**src/rtl/output_fifo.sv**
```systemverilog
// First-word-fall-through FIFO behind the stalling pipeline. It supplies the
// pipeline's back-pressure and exports occupancy, almost-full and a high-watermark.
module output_fifo #(
    parameter int DATA_SIZE = 8,
    parameter int DEPTH     = 16,
    parameter int AF_LEVEL  = 12
) (
    input  logic                       clk,
    input  logic                       reset,
    input  logic                       valid_in,
    input  logic [DATA_SIZE-1:0]       data_in,
    output logic                       in_ready,
    output logic                       rd_valid,
    output logic [DATA_SIZE-1:0]       rd_data,
    input  logic                       rd_ready,
    output logic [$clog2(DEPTH):0]     count,
    output logic                       almost_full,
    output logic [$clog2(DEPTH):0]     max_level
);

    localparam int AW = $clog2(DEPTH);
    localparam int CW = AW + 1;
    localparam logic [CW-1:0] FULL_CNT = CW'(DEPTH);
    localparam logic [CW-1:0] AF_CNT   = CW'(AF_LEVEL);

    logic [DATA_SIZE-1:0] mem [DEPTH];
    logic [AW-1:0]        wr_ptr;
    logic [AW-1:0]        rd_ptr;
    logic [CW-1:0]        count_next;
    logic                 wr_en;
    logic                 rd_en;

    // Handshakes: a word moves on a rising edge only when valid and ready are both
    // high. in_ready and rd_valid depend on registered state only, so neither side
    // can loop combinationally through this block.
    assign in_ready    = (count != FULL_CNT);
    assign rd_valid    = (count != '0);
    assign almost_full = (count >= AF_CNT);
    assign rd_data     = mem[rd_ptr];

    assign wr_en = valid_in && in_ready;
    assign rd_en = rd_valid && rd_ready;

    always_comb begin
        count_next = count;
        case ({wr_en, rd_en})
            2'b10:   count_next = count + 1'b1;
            2'b01:   count_next = count - 1'b1;
            default: count_next = count;
        endcase
    end

    always_ff @(posedge clk) begin
        if (!reset) begin
            wr_ptr    <= '0;
            rd_ptr    <= '0;
            count     <= '0;
            max_level <= '0;
        end else begin
            if (wr_en) wr_ptr <= wr_ptr + 1'b1;
            if (rd_en) rd_ptr <= rd_ptr + 1'b1;
            count <= count_next;
            if (count_next > max_level) max_level <= count_next;
        end
    end

    // Storage has no reset; a write arriving during reset is suppressed so the
    // dropped word cannot be confused with live data.
    always_ff @(posedge clk) begin
        if (reset && wr_en) mem[wr_ptr] <= data_in;
    end

endmodule

```
**config.mk**
```make
export PLATFORM = sky130hd
export DESIGN_NAME = output_fifo
export DESIGN_NICKNAME = d
export VERILOG_FILES = /design/src/rtl/output_fifo.sv
export SDC_FILE = /design/constraint.sdc
export NUM_CORES = 1
export LEC_CHECK = 0
export BUFFER_PORTS_ARGS = -buffer_cell sky130_fd_sc_hd__clkbuf_2
export CORE_MARGIN = 5
export CORE_UTILIZATION = 54
export CTS_CLUSTER_DIAMETER = 80
export DETAILED_ROUTE_END_ITERATION = 10
export PLACE_DENSITY = 0.73
export REMOVE_ABC_BUFFERS = 1
export SLEW_MARGIN = 20
export SYNTH_ARGS = -nofsm -noshare
export SYNTH_HDL_FRONTEND = slang
export SYNTH_SLANG_ARGS = --single-unit
```
**constraint.sdc**
```tcl
create_clock -name clk -period 3.4 [get_ports clk]
set_input_delay 0.17 -clock clk [delete_from_list [all_inputs] [get_ports clk]]
set_output_delay 0.17 -clock clk [all_outputs]
set_load 0.05 [all_outputs]
```
==> impl_results.md <==
- Clock root buffer: clkbuf_16
- Crit Reg-Reg Startpoint: count[3]
- FILL cells: 771
- Status: finished, final reports clean
- Core area: between 10,000 and 15,000 um^2
- Num rows: 39
- Clock buffer count from CTS: 17
- Required time worst endpoint: 3710 ps
- Hold WC Path Type: input pin to register
- Final worst slack: around 110 ps
- CTS tree: done
- I/O pin total: 33
- Die W: ~120 um
- Placer Congestion: 0.816
- First-pass GRT wire length: 17,300 um
- WP data arrival: 3600 ps
- Final Max Slew Viols: 0
- Period utilization: 96.8%
- Vias: 3,111
- Total wire length: 11,500 um
- WS Path Type: register to register
- Die H: 117 um
- Fraction of layout cells with a size suffix above 1: 29.6%
- Final Skew: 6.35 ps
- Min Tclk post-route: between 3000 and 4000 ps
- Clock Latency Late Sink: about 400 ps
- Vias in the first global route: 3,085
- N_diodes: 0
- Max VDD drop: 0.00104 V
- ANT nets after route: 0
- Critical path fanouts, max: 6
- Syn Inst Count: 324
- Synth warnings: 0
- R2R depth: 14
- H-tree levels: 4
- Die area: 13,700 um^2
- CTS clock-pin slew for the worst setup and hold paths: 60 ps
- Slew HR: between 30% and 40%
- Hold_ws: about 170 ps
- Tot Pwr: 6.44 mW
- Distinct cells, synth: 38
- F_max: approximately 0.30 GHz
- Setup crit end: max_level[2]
- Flops & latches, synth: 150
- Clock sink count: 150
- Iteration count of the initial detailed-routing pass: 4
- Mean Syn Cell Area: 19.1 um^2
- R2r endpoint: max_level[2]
- Final HPWL DP: 7180 um
- GRT Total Usage: 17.9%
- Number of remaining DRC errors: 0
- Core Util, Final: 65.5%
- Place WS: -57.9 ps
- Largest net degree at the start of global routing: 33
- Longest Clk Path Bufs: 2
- Max Cap Viol: 0
- Synthesized area: 6190 um^2
- Final setup viols: 0
- Post-synthesis sequential area ratio: roughly 70%
- Worst Max-Slew Pin Slew: 995 ps
- CP Launch Type: register
- PortBufs: 32
- Area delta synth->final: 19.8%
- Reg2reg setup slack: 110 ps
- Origin of the worst setup path: count[3]
- Initial Utilization: 54.6%
- PwrDens: 870 nW/um^2
- Final Hold Viols: 0
- Pleak: about 2.6 nW
- Sum of negative setup slack: 0 ps
- Per-cell routed wire length: 21.3 um
- Drt via density: 5.74
- GR Overflow Total: 0
- Iteration-0 DRC Markers: 259
- Final #Nets: 413
- Initial antenna violation count: 0
- Worst setup EP type: register
- Hold path start: data_in[1]
[cells in the final DEF (no fill, tap or decap), types with 5 or more instances in the layout]
master / instances
clkbuf_16: 17
and2_1: 11
bufinv_16: 7
nor2_1: 15
nand3_1: 5
dfxtp_1: 21
nand2_1: 8
buf_4: 26
nor2b_1: 8
edfxtp_1: 128
mux2i_1: 5
xnor2_1: 8
ha_4: 6
clkbuf_2: 32
ha_1: 8
mux4_1: 24
mux4_2: 16
inv_1: 10
[cell usage after synthesis, drive strengths merged]
library cell / number / share of area, %
o21ai: 2 / 0.16
and2: 11 / 1.1
or3: 3 / 0.30
nand2b: 2 / 0.20
mux2i: 5 / 0.81
o21a: 1 / 0.12
nor4b: 1 / 0.14
nor2: 15 / 0.91
o22ai: 1 / 0.10
nand3: 7 / 0.57
buf: 9 / 1.3
o31a: 2 / 0.28
a21boi: 1 / 0.12
or4b: 1 / 0.16
xor2: 1 / 0.14
nand4: 2 / 0.20
inv: 10 / 0.61
o31ai: 1 / 0.12
mux2: 1 / 0.18
nor2b: 8 / 0.81
ha: 14 / 2.8
mux4: 40 / 16
nor3: 5 / 0.40
nand2: 8 / 0.49
dfxtp: 22 / 7.1
edfxtp: 128 / 62
a221oi: 1 / 0.14
a21oi: 5 / 0.40
clkbuf: 6 / 0.36
nor3b: 1 / 0.12
and3b: 1 / 0.14
fa: 1 / 0.32
xnor2: 8 / 1.1
[logic make-up (layout without fill, tap and decap cells)]
kind of cell	Yosys count	after routing	synth area share [%]
flip-flops	150	150	69.3
buffers and inverters	25	100	2.29
adder cells (fa/ha/maj)	15	15	3.16
AND/OR/NAND/NOR	65	65	5.56
XOR/XNOR	9	9	1.27
AO/OA/AOI/OAI	14	14	1.46
multiplexers	46	46	17.0
[stage by stage]
step,area (um^2),cells
after floorplan,6080,309
after global placement,6580,505
after detailed placement,6580,505
after CTS,7290,537
after global routing,7410,542
final,7410,542
[report_power, final]
part | total, mW | switching (mW) | internal, mW
Combinational | 2.12 | 1.14 | 0.981
Sequential | 2.18 | 0.0973 | 2.09
Clock | 2.14 | 0.690 | 1.45
[area by class of cell]
cell class / count / area [um^2] / share of cell area, %
sequential: 150 / 4290 / 57.8
tap: 143 / 179 / 2.41
clock inverter: 12 / 249 / 3.36
inverter: 10 / 37.5 / 0.506
clock buffer: 20 / 437 / 5.89
multi-input combinational: 149 / 1870 / 25.2
timing repair buffer: 58 / 355 / 4.79
[state kept, by name, indices dropped and copies added, names as in the netlist, named ones only]
name	cells
rd_ptr	4
count	5
wr_ptr	4
max_level	5
mem	128
[worst min-delay path by stage]
stage | slack [ps] | to | cells past startpoint
2_1_floorplan | 270 | mem[0][0] | 0
3_3_place_gp | 520 | max_level[2] | 2
3_5_place_dp | 540 | max_level[3] | 2
4_1_cts | 150 | mem[2][3] | 1
5_1_grt | 180 | mem[3][3] | 1
6_report | 170 | mem[4][1] | 1
[worst max-delay path, stage by stage, from the launching register on]
cell,delay [ps]
dfxtp_1,310
or3_4,390
o31a_1,360
ha_4,220
ha_4,260
a21oi_1,80
or4b_1,520
nand3_2,140
ha_4,210
nand3_1,70
o22ai_1,70
a21oi_1,120
buf_4,170
mux2i_1,200
nor2b_1,60
[repair_timing]
action | in CTS | in global routing
setup buffers | 0 | 5
gates cloned | 0 | 0
setup endpoints to repair | 4 | 5
hold buffers | 0 | 0
resized for setup | 3 | 13
pin swaps | 1 | 8
[metal layers]
metal	vias up	GRT usage [%]	wire, um
li1	1426	-	-
met2	92	30.1	5970
met1	1581	22.9	4690
met3	12	5.24	766
met5	-	0	0
met4	0	5.28	109
No activity file was read; power rests on OpenSTA's default activity.
